### config.mk
export PLATFORM = sky130hd
export DESIGN_NAME = centroid_reader
export DESIGN_NICKNAME = d
export VERILOG_FILES = /design/src/rtl/centroid_reader.sv
export SDC_FILE = /design/constraint.sdc
export NUM_CORES = 1
export LEC_CHECK = 0
export CORE_ASPECT_RATIO = 0.8
export CORE_MARGIN = 1.5
export CORE_UTILIZATION = 60
export DETAILED_ROUTE_END_ITERATION = 8
export DONT_BUFFER_PORTS = 1
export PLACE_DENSITY = 0.88
export SETUP_SLACK_MARGIN = 0.5
export SLEW_MARGIN = 40
export SYNTH_ARGS = -nofsm -noshare
export SYNTH_HDL_FRONTEND = slang
export SYNTH_SLANG_ARGS = --single-unit
export TNS_END_PERCENT = 50
### constraint.sdc
create_clock -name clk -period 3.45 [get_ports clk]
set_input_delay 0.69 -clock clk [delete_from_list [all_inputs] [get_ports clk]]
set_output_delay 0.69 -clock clk [all_outputs]
set_load 0.01 [all_outputs]
### src/rtl/centroid_reader.sv
// Centroid readback engine: sweeps object ids through the labeler query port and
// streams (id, x, y) records out through a credit-protected first-word-fall-through FIFO.
//
// state  | meaning
// IDLE   | waiting for start
// ISSUE  | presenting ids to the labeler while FIFO credits allow
// DRAIN  | every id issued; waiting for reads to land and the FIFO to empty
// FINISH | sweep complete; done pulses on the following cycle
module centroid_reader #(
    parameter int WORD_SIZE    = 8,
    parameter int COORD_WIDTH  = 16,
    parameter int READ_LATENCY = 1,
    parameter int FIFO_DEPTH   = 4
) (
    input  logic                   clk,
    input  logic                   reset,
    input  logic                   start,
    input  logic [WORD_SIZE-1:0]   num_labels,
    output logic [WORD_SIZE-1:0]   obj_id,
    input  logic [COORD_WIDTH-1:0] obj_x,
    input  logic [COORD_WIDTH-1:0] obj_y,
    output logic                   out_valid,
    input  logic                   out_ready,
    output logic [WORD_SIZE-1:0]   out_id,
    output logic [COORD_WIDTH-1:0] out_x,
    output logic [COORD_WIDTH-1:0] out_y,
    output logic                   busy,
    output logic                   done
);
    localparam int AW    = (FIFO_DEPTH > 1) ? $clog2(FIFO_DEPTH) : 1;
    localparam int CNT_W = $clog2(FIFO_DEPTH + READ_LATENCY + 1) + 1;
    localparam int REC_W = WORD_SIZE + 2 * COORD_WIDTH;

    typedef enum logic [1:0] {IDLE, ISSUE, DRAIN, FINISH} state_t;

    state_t               state;
    logic [WORD_SIZE-1:0] next_id;
    logic [WORD_SIZE-1:0] last_id;
    logic [CNT_W-1:0]     fifo_count;
    logic [CNT_W-1:0]     inflight;
    logic                 issue;
    logic                 cap_valid;
    logic [WORD_SIZE-1:0] cap_id;
    logic                 wr_en;
    logic                 rd_en;
    logic [AW-1:0]        wr_ptr;
    logic [AW-1:0]        rd_ptr;
    logic [REC_W-1:0]     mem [FIFO_DEPTH];
    logic [REC_W-1:0]     head;

    // Every queued record and every read still in flight holds one FIFO slot.
    assign obj_id = next_id;
    assign issue  = (state == ISSUE) && ((fifo_count + inflight) < CNT_W'(FIFO_DEPTH));

    if (READ_LATENCY == 0) begin : g_comb_read
        assign cap_valid = issue;
        assign cap_id    = next_id;
        assign inflight  = '0;
    end else begin : g_tag_pipe
        logic [READ_LATENCY-1:0] tag_valid;
        logic [WORD_SIZE-1:0]    tag_id [READ_LATENCY];

        always_ff @(posedge clk) begin
            if (reset) begin
                tag_valid <= '0;
            end else begin
                tag_valid[0] <= issue;
                for (int k = 1; k < READ_LATENCY; k++) tag_valid[k] <= tag_valid[k-1];
            end
        end

        always_ff @(posedge clk) begin
            tag_id[0] <= next_id;
            for (int k = 1; k < READ_LATENCY; k++) tag_id[k] <= tag_id[k-1];
        end

        always_comb begin
            inflight = '0;
            for (int k = 0; k < READ_LATENCY; k++) inflight = inflight + CNT_W'(tag_valid[k]);
        end

        assign cap_valid = tag_valid[READ_LATENCY-1];
        assign cap_id    = tag_id[READ_LATENCY-1];
    end

    always_ff @(posedge clk) begin
        if (reset) begin
            state   <= IDLE;
            next_id <= '0;
            last_id <= '0;
            busy    <= 1'b0;
            done    <= 1'b0;
        end else begin
            done <= 1'b0;
            case (state)
                IDLE: begin
                    // A start coinciding with the done pulse belongs to the old sweep.
                    if (start && !done) begin
                        busy    <= 1'b1;
                        last_id <= num_labels - WORD_SIZE'(1);
                        if (num_labels <= WORD_SIZE'(1)) begin
                            state <= FINISH;
                        end else begin
                            next_id <= WORD_SIZE'(1);
                            state   <= ISSUE;
                        end
                    end
                end
                ISSUE: begin
                    if (issue) begin
                        next_id <= next_id + WORD_SIZE'(1);
                        if (next_id == last_id) state <= DRAIN;
                    end
                end
                DRAIN: begin
                    if (inflight == '0 && fifo_count == '0) state <= FINISH;
                end
                FINISH: begin
                    done  <= 1'b1;
                    busy  <= 1'b0;
                    state <= IDLE;
                end
                default: state <= IDLE;
            endcase
        end
    end

    function automatic logic [AW-1:0] ptr_inc(input logic [AW-1:0] p);
        return (p == AW'(FIFO_DEPTH - 1)) ? '0 : p + AW'(1);
    endfunction

    assign wr_en = cap_valid;
    assign rd_en = out_valid && out_ready;

    always_ff @(posedge clk) begin
        if (reset) begin
            wr_ptr     <= '0;
            rd_ptr     <= '0;
            fifo_count <= '0;
        end else begin
            if (wr_en) wr_ptr <= ptr_inc(wr_ptr);
            if (rd_en) rd_ptr <= ptr_inc(rd_ptr);
            case ({wr_en, rd_en})
                2'b10:   fifo_count <= fifo_count + CNT_W'(1);
                2'b01:   fifo_count <= fifo_count - CNT_W'(1);
                default: fifo_count <= fifo_count;
            endcase
        end
    end

    always_ff @(posedge clk) begin
        if (wr_en) mem[wr_ptr] <= {cap_id, obj_x, obj_y};
    end

    assign head      = mem[rd_ptr];
    assign out_valid = (fifo_count != '0);
    assign out_id    = out_valid ? head[REC_W-1 -: WORD_SIZE]       : '0;
    assign out_x     = out_valid ? head[2*COORD_WIDTH-1 -: COORD_WIDTH] : '0;
    assign out_y     = out_valid ? head[COORD_WIDTH-1:0]            : '0;

    a_no_overflow: assert property (@(posedge clk) disable iff (reset)
        !(wr_en && (fifo_count == CNT_W'(FIFO_DEPTH))));

endmodule

==> impl_metrics.yaml <==
global_route:
  grt_pass1_vias: 4252
  track_usage: 0.2365
  grt_max_degree: 43
  grt_pass1_wl_um: 24480
  antenna_found_initial: 0
  gr-total-overflow: 0
clocking:
  h-tree-depth: 4
  clk_latency_ns: 0.43
  path_clk_slew_ns: 0.07
  clock_path_buffers: 2
  cts_root_buf: "clkbuf_16"
  clkSinkCount: 199
  cts_tree: "yes"
  cts_inserted_buffers: 17
sta:
  relSlewSlack: 0.5785
  slew_viol_final: 0
  grt_setup_unrepaired: "false"
  fin_setup_tns_ns: 0
  fmax_ghz: 0.3656
  fin_skew_ns: 0.01006
  worst_slew_pin_slew_ns: 0.6322
  timing.final.crit_period_ns: 2.735
  hold_viol: 0
  fin_crit_sh: 0.7928
  setup_viol: 0
yosys:
  ys_seq_area_frac: 0.6960
  synth_seq_cells: 199
  syn_area_um2: 8025
  yosysMostFrequentCell: "edfxtp_1"
  synth_common_cells: "edfxtp_1, and2_1, mux4_2"
  ys_dominant_reg_cell: "edfxtp_1"
  yosys_warnings: 0
  syn_area_per_cell_um2: 16.75
  synth_top_area_cell: "edfxtp_1"
  synth_nets: 539
  async_reset_ff_frac: 0
  synthDistinctLibCells: 47
  synth_top_cell_area_share: 0.5987
  synthTopCellsByArea: "edfxtp_1, mux4_2, dfxtp_1, and2_1, ha_1"
  synth_cells: 479
  synth_enable_flop_cells: 160
drt:
  via_count: 4163
  drc: 0
  vias_per_cell: 6.251
  wl_per_cell_um: 23.64
  topRoutingLayerUsed: "met4"
  met2WireLength_um: 8097
  route.antenna.remaining_nets: 0
  wl_met1_um: 6236
  met3RoutedLength_um: 1218
  dr.pass1.iters: 5
  drt-initial-drc-count: 395
  wl_um: 15750
power_and_ir_drop:
  vdd_ir_drop_max_mv: 0.4761
  switchingPower_uw: 2002
  p_per_area_nw_per_um2: 730.9
  p_seq_frac: 0.464
  sw_frac_of_total: 0.3126
  power_frac_comb: 0.237
  pwr-share-clk: 0.299
  leakage_uw: 0.002898
  total_power_uw: 6406
  internal-power_uw: 4404
floorplanning:
  fp.coreArea_um2: 12960
  die_h_um: 106.4
  fp.dieW_um: 132.3
  start_util: 0.6191
  rows: 37
  ioPinCount: 95
  die_area_um2: 14080
placement:
  portBuffers: 0
  hpwl_um: 9065
  post_dp_cell_area_um2: 8183
  gp_congestion: 0.8159
  dp.cells: 634
outcome:
  status: "complete, no violations"
cells_and_area:
  fill_cells: 815
  utilization: 0.6762
  layout.cells.non_filler: 666
  drive_gt1_frac: 0.1813
  antenna_cells: 0
  finish.instance_area_um2: 8765
  layout.nets: 538
  area_growth_pct: 9.214
hold_path:
  min_from: "reset"
  min_path_type: "in -> reg"
critical_path:
  crit_path_end_kind: "output pin"
  r2r_start: "fifo_count[0]"
  critical_path_class: "reg -> out"
  crit_required_ns: 2.76
  cp-start-kind: "flop"
  worst-path-max-fanout: 28
  arrival_ns: 2.05
job:
  maxCapViolations: 0
cells in the final DEF (no fill, tap or decap), types with 3 or more instances in the layout:
master	netlist	routed
ha_1	16	16
nand2_1	11	11
buf_4	1	3
nor3_1	4	4
a21oi_1	17	17
mux4_2	40	40
inv_1	13	13
dfxtp_1	39	37
o21ai_0	6	6
nor2_1	23	22
and2_4	0	4
a31oi_1	3	3
and2_1	46	42
o21a_1	3	3
clkinv_8	0	3
xor2_1	11	11
or3_1	3	3
inv_6	0	5
clkbuf_16	0	17
nor4_1	5	5
edfxtp_1	160	160
and3_1	4	4
o41ai_1	3	3
a211oi_1	7	7
o21ai_1	4	4
inv_8	0	3
xnor2_1	6	6
nand3_1	4	4
through the flow:
| step | setup slack, ns | hold slack (ns) |
|---|---|---|
| 5_1_grt | 0.5999 | 0.3091 |
| 6_report | 0.7147 | 0.3244 |
| 2_1_floorplan | 1.015 | 0.3922 |
| 4_1_cts | 0.5152 | 0.3092 |
| 3_5_place_dp | 0.8973 | 0.4695 |
| 3_3_place_gp | 1.022 | 0.4456 |
routing by layer:
metal | vias up | track usage
met5 | - | 0
met4 | 0 | 0.06122
met3 | 18 | 0.07773
met2 | 199 | 0.3979
met1 | 2099 | 0.3002
li1 | 1847 | -
power groups by stage:
stage	clock (uW)	sequential, uW	combinational (uW)
CTS	1930	2970	1530
finish	1910	2970	1520
detailed placement	0	3020	1500
global placement	0	3000	1450
global route	2020	3000	1660
floorplan	0	2930	1310
repair_timing:
action                                  4_1_cts  5_1_grt
hold buffers                                  0        0
endpoints found under the setup margin        0       28
buffers inserted                              0        0
resized for setup                             0        1
sequential cells by signal, indices dropped and copies added, names as in the netlist, 2 cells and up, named ones only:
register,flops
fifo_count,4
state,2
mem,160
rd_ptr,2
obj_id,8
g_tag_pipe.tag_id,8
last_id,8
wr_ptr,2
area by class of cell:
class	instances	area, um2	area share
sequential	199	5590	0.6378
multi-input combinational	243	2287	0.2610
clock buffer	17	425.4	0.04854
tap	175	219.0	0.02498
clock inverter	15	151.4	0.01727
inverter	13	48.80	0.005567
timing repair buffer	4	42.54	0.004854
path summary, 6_finish.rpt:
check	to	cells past startpoint	slack [ns]
worst max-delay path	out_x[10]	3	0.71
worst min-delay path	obj_id[7]	1	0.32
worst max register to register	fifo_count[2]	10	0.82
worst min register to register	mem[0][33]	0	0.47
cell families after synthesis:
kind of cell,synth area share
flops,0.6960
simple gates,0.07811
compound gates,0.04568
mux,0.1162
buf+inv,0.02058
xor+xnor,0.01855
fa+ha+maj,0.02495
critical path: stages (launching register included):
cell	delay [ns]
dfxtp_4	0.52
buf_12	0.28
mux4_2	0.57
and2_1	0.21
(Power assumes the default switching activity.)
==> patch 1: new RTL, config.mk and constraints unchanged <==
The 4 states of `state_t` get a one-hot encoding in 4 bits.
--- a/src/rtl/centroid_reader.sv
+++ b/src/rtl/centroid_reader.sv
@@ -31,7 +31,7 @@
     localparam int CNT_W = $clog2(FIFO_DEPTH + READ_LATENCY + 1) + 1;
     localparam int REC_W = WORD_SIZE + 2 * COORD_WIDTH;
 
-    typedef enum logic [1:0] {IDLE, ISSUE, DRAIN, FINISH} state_t;
+    typedef enum logic [3:0] {IDLE = 4'b0001, ISSUE = 4'b0010, DRAIN = 4'b0100, FINISH = 4'b1000} state_t;
 
     state_t               state;
     logic [WORD_SIZE-1:0] next_id;
Function: same outputs for any inputs over 4 cycles, from zero or initial values and one cycle with reset high; so few cycles prove little.
==> patch 1 against the original RTL <==
- sequential share of layout area rose by 0.35 points
- final area is 0.13% higher
- worst setup slack lost 40 ps
- synthesized area grew 0.70%
- sequential cell count rose by 2
- wire length fell by 1.3%
- clock skew is 15 ps higher
- first-iteration DRC count increased by 2.8%
Power is not compared: it rests on default switching activity, and its combinational part moved more than twofold at a synthesized area within 25%.
==> patch 1: results (changes against the original RTL) <==
* Clk slew on worst S/H paths at ~60 ps
* Multiplexer area fraction after synthesis at 11.53% (was 11.62%)
* Worst Skew at 24.90 ps (was 10.06 ps)
* R2r endpoint: fifo_count[2] (unchanged)
* Vias in the first global route at 4,311 (was 4,252)
* Post-CTS repair timing setup buffer count at 0 (unchanged)
* Port buffer count at 0 (unchanged)
* Via density at 6.228 (was 6.251)
* Synth area leaders: edfxtp_1, mux4_2, dfxtp_1, and2_1, ha_1 (unchanged)
* Clock Path Buffers at 3 (was 2)
* Hold Path Class: input port to flip-flop (unchanged)
* Xor/xnor share of the synthesized area at 1.951% (was 1.855%)
* Sw Pwr at roughly 960 uW
* Slew HR at 54.31% (was 57.85%)
* First-pass iteration count of the detailed router at 4 (was 5)
* Sequential fraction of the synthesis area at 69.61% (was 69.60%)
* Largest net degree at the start of global routing at 44 (was 43)
* Critical R2R Launch: fifo_count[0] (unchanged)
* 1st-iter DRT viols at 406 (was 395)
* DP Wirelength at 9235 um (was 9065 um)
* Largest register FFs at 160 (unchanged)
* CTS buffer count at 19 (was 17)
* WL per Instance at 23.30 um (was 23.64 um)
* Synth warn at 0 (unchanged)
* CP peak stage delay at 710 ps (was 570 ps)
* Reg2reg path depth at 10 (unchanged)
* Max FO, Critical Path at 21 (was 28)
* Synthesized Nets at 534 (was 539)
* Pre-CTS WS at 952.8 ps (was 897.3 ps)
* Layout cell share with drive strength beyond 1 at 16.87% (was 18.13%)
* Post-synthesis compound-gate area fraction at 4.180% (was 4.568%)
* Fin Hold WS at 284.8 ps (was 324.4 ps)
* Reg-to-reg setup timing slack at 930 ps (was 820 ps)
* Top reg by flops: mem (unchanged)
* First-pass GRT wire length at 24,430 um (was 24,480 um)
* # diodes at 0 (unchanged)
* Synth cell types at 48 (was 47)
* Fin nets at 538 (unchanged)
* Adder-Cell Fraction of Synth Area at 1.703% (was 2.495%)
* Hold EP: rd_ptr[1] (was obj_id[7])
* Worst-Skew Late Latency at 490 ps (was 430 ps)
* Clk root buf: clkbuf_16 (unchanged)
* Outcome: finished clean (unchanged)
* Worst hold stages at 1 (unchanged)
* Critical path arrival at 2080 ps (was 2050 ps)
* Post-synth EDFFs at 160 (unchanged)
* Leakage at roughly 0.0028 uW
* Critical path's slowest cell: dfxtp_2 (was mux4_2)
* # fillers at 823 (was 815)
* Worst VDD drop at 0.0003001 V
* Post-synth top cells: edfxtp_1, and2_1, dfxtp_1 (was edfxtp_1, and2_1, mux4_2)
* H-tree depth at 1 (was 4)
* Asr flop ratio synth at 0% (unchanged)
* Placer Congestion at 0.8220 (was 0.8159)
* All-layer global routing usage at 22.75% (was 23.65%)
==> patch 1: cell count changes in the layout (fill, tap and decap cells not counted), sizes merged, moves of 4 or more <==
cell / unedited run / this run
a21oi: 17 / 9
and3: 4 / 0
clkbuf: 17 / 23
ha: 16 / 11
inv: 21 / 15
o211ai: 1 / 8
o21ai: 12 / 8
or4: 1 / 5
==> patch 1: worst max-delay path, delay by kind of cell, from the launching register on <==
kind,cells,cell delay (ps)
AND/OR/NAND/NOR,1,210
flip-flops,1,710
buffers and inverters,1,340
multiplexers,1,350
==> patch 1: stage by stage <==
step / instances / cell area, sq um
floorplan: 479 / 8082
global placement: 637 / 8248
detailed placement: 637 / 8253
CTS: 667 / 8776
global route: 667 / 8776
finish: 667 / 8776
==> patch 1: layer usage <==
metal	track usage, %	part of all wire, %	wire length [um]	up-vias
met3	7.092	8.5	1317	17
met4	4.396	1.4	211	0
met1	28.76	39	5995	2104
li1	-	-	-	1867
met5	0	0	0	-
met2	39.53	52	8013	166
==> patch 1: worst max-delay path by stage <==
| stage | startpoint | to | slack (ps) | cells after the start |
|---|---|---|---|---|
| after detailed placement | fifo_count[0] | fifo_count[2] | 950 | 10 |
| after global routing | flip-flop | out_y[11] | 580 | 3 |
| after floorplan | fifo_count[1] | fifo_count[2] | 980 | 12 |
| after CTS | flip-flop | out_x[14] | 640 | 3 |
| final | flip-flop | out_x[8] | 680 | 3 |
| after global placement | fifo_count[0] | fifo_count[2] | 1070 | 10 |
==> patch 1: power by group through the flow <==
stage | logic [uW] | clock network (uW) | registers, uW
after detailed placement | 212 | 0 | 2720
after CTS | 215 | 1830 | 2670
after floorplan | 186 | 0 | 2710
after global routing | 234 | 1920 | 2680
final | 212 | 1810 | 2670
after global placement | 204 | 0 | 2720
==> patch 1: area by class of cell <==
type | count | area share (%)
Tap cell | 175 | 2.495
Inverter | 14 | 0.5988
Clock inverter | 7 | 0.3707
Multi-Input combinational cell | 242 | 26.39
Sequential cell | 201 | 64.13
Timing Repair Buffer | 5 | 0.4277
Clock buffer | 23 | 5.589
==> patch 1: logic make-up after synthesis <==
kind of cell / Yosys count
AOI/OAI and AO/OA: 46
xor gates and xnor gates: 18
adders and majority gates: 11
buffers and inverters: 36
DFF: 201
muxes: 43
and+or+nand+nor: 124
==> patch 2: new RTL, same settings <==
Made on the original files. `FIFO_DEPTH`: 4 -> 2.
--- a/src/rtl/centroid_reader.sv
+++ b/src/rtl/centroid_reader.sv
@@ -10,7 +10,7 @@
     parameter int WORD_SIZE    = 8,
     parameter int COORD_WIDTH  = 16,
     parameter int READ_LATENCY = 1,
-    parameter int FIFO_DEPTH   = 4
+    parameter int FIFO_DEPTH   = 2
 ) (
     input  logic                   clk,
     input  logic                   reset,
Function: changed (a bounded check fails within 10 cycles, from zero or initial values and one cycle with reset high).
==> patch 2 against the original RTL <==
- sequential share of layout area fell by 7.2 points
- wire length down 48%
- worst setup slack improved by 240 ps
- total power shrank 30%
- final area shrank 37%
- register-to-register slack gained 510 ps
- sequential cell count down 84
- via count fell by 34%
- synthesized area down 41%
- critical path type unchanged
- critical endpoint is now out_x[12]
- largest cell class unchanged
==> patch 2: results (changes against the original RTL) <==
* Outcome: finished clean (unchanged)
* Synthesized Nets at 415 (was 539)
* Worst-Skew Late Latency at 490 ps (was 430 ps)
* Hold Path Class: input port to flip-flop (unchanged)
* Post-synthesis compound-gate area fraction at 5.469% (was 4.568%)
* # diodes at 0 (unchanged)
* Post-synth top cells: edfxtp_1, nor2_1, mux2i_1 (was edfxtp_1, and2_1, mux4_2)
* All-layer global routing usage at 19.84% (was 23.65%)
* Max FO, Critical Path at 40 (was 28)
* H-tree depth at 4 (unchanged)
* DP Wirelength at 5270 um (was 9065 um)
* Fin nets at 425 (was 538)
* Layout cell share with drive strength beyond 1 at 12.01% (was 18.13%)
* Xor/xnor share of the synthesized area at 3.345% (was 1.855%)
* Synth area leaders: edfxtp_1, dfxtp_1, mux2i_1, nor2_1, ha_1 (was edfxtp_1, mux4_2, dfxtp_1, and2_1, ha_1)
* # DRC at 0 (unchanged)
* Via density at 5.637 (was 6.251)
* Largest register FFs at 80 (was 160)
* Placer Congestion at 0.7763 (was 0.8159)
* Critical path arrival at 1810 ps (was 2050 ps)
* Synth warn at 0 (unchanged)
* WL final at 8183 um (was 15,750 um)
* Clk root buf: clkbuf_8 (was clkbuf_16)
* Largest net degree at the start of global routing at 43 (unchanged)
* Clk slew on worst S/H paths at 50 ps (was 70 ps)
* 1st-iter DRT viols at 169 (was 395)
* Adder-Cell Fraction of Synth Area at 3.079% (was 2.495%)
* Asr flop ratio synth at 0% (unchanged)
* Post-CTS sizing at 0 (unchanged)
* Multiplexer area fraction after synthesis at 8.495% (was 11.62%)
* Worst Skew at 7.768 ps (was 10.06 ps)
* Sw Pwr at 1311 uW (was 2002 uW)
* First-pass iteration count of the detailed router at 4 (was 5)
* Leakage at 0.001843 uW (was 0.002898 uW)
* Slew HR at 53.53% (was 57.85%)
* Worst VDD drop at 0.0005817 V (was 0.0004761 V)
* Primary FF master, synth: edfxtp_1 (unchanged)
* Vias in the first global route at 2,539 (was 4,252)
* Post-CTS repair timing setup buffer count at 0 (unchanged)
* First-pass GRT wire length at 12,290 um (was 24,480 um)
* Synth cell types at 43 (was 47)
* Port buffer count at 0 (unchanged)
* Post-synth EDFFs at 80 (was 160)
* Sequential fraction of the synthesis area at 65.83% (was 69.60%)
==> patch 2: cell types whose count changed in the layout (fill, tap and decap cells not counted), sizes merged, moves of 7 or more <==
cell	unedited run	this run
nor2	23	63
and2	46	3
mux2i	2	40
a21oi	17	10
xnor2	6	13
edfxtp	160	80
mux4	40	0
==> patch 2: layout make-up <==
| type | instances | area, sq um |
|---|---|---|
| sequential | 115 | 3104 |
| clock buffer | 20 | 435.4 |
| fill | 503 | 2008 |
| inverter | 14 | 52.55 |
| timing repair buffer | 4 | 57.56 |
| multi-input combinational | 218 | 1528 |
| tap | 105 | 131.4 |
| clock inverter | 12 | 180.2 |
==> patch 2: layer usage <==
metal  track usage, %  wire length (um)
met1            24.45              3536
met5                0                 0
met2            31.99              3959
met4            8.493               112
met3            7.071               575
==> patch 2: worst paths after layout <==
kind                           start         end  slack (ps)  depth (start not counted)
max                        flip-flop   out_x[12]         950                          3
min                            reset   flip-flop         260                          1
max reg2reg                 state[1]   obj_id[5]        1330                          7
min reg2reg  g_tag_pipe.tag_id[0][5]  mem[1][37]         430                          0
==> patch 2: through the flow <==
stage                     instance area (sq um)  cells  hold WS (ps)  worst slack [ps]
after floorplan                            4713    360         403.7             896.7
after global placement                     4827    454         405.9              1162
after detailed placement                   4873    456         418.5              1078
after CTS                                  5489    488         232.9             925.1
after global routing                       5489    488         233.0             838.7
final                                      5489    488         259.2             952.5
==> patch 2: cells by family (layout without fill, tap and decap cells) <==
family,after synthesis,count (layout)
xor+xnor,18,18
buf+inv,27,50
mux,40,40
compound gates,37,37
simple gates,112,112
fa+ha+maj,11,11
flops,115,115
==> patch 2: power groups by stage <==
stage | Clock [uW] | Combinational [uW] | Sequential, uW
after floorplan | 0 | 781 | 1750
after global placement | 0 | 920 | 1770
after detailed placement | 0 | 971 | 1770
after CTS | 1820 | 981 | 1750
after global routing | 1880 | 1080 | 1770
final | 1790 | 973 | 1750
==> patch 2: worst max-delay path, cell delays in order, from the launching register on <==
cell and delay, ps:
dfxtp_2 310, buf_4 520, mux2i_1 180, nor2_1 260
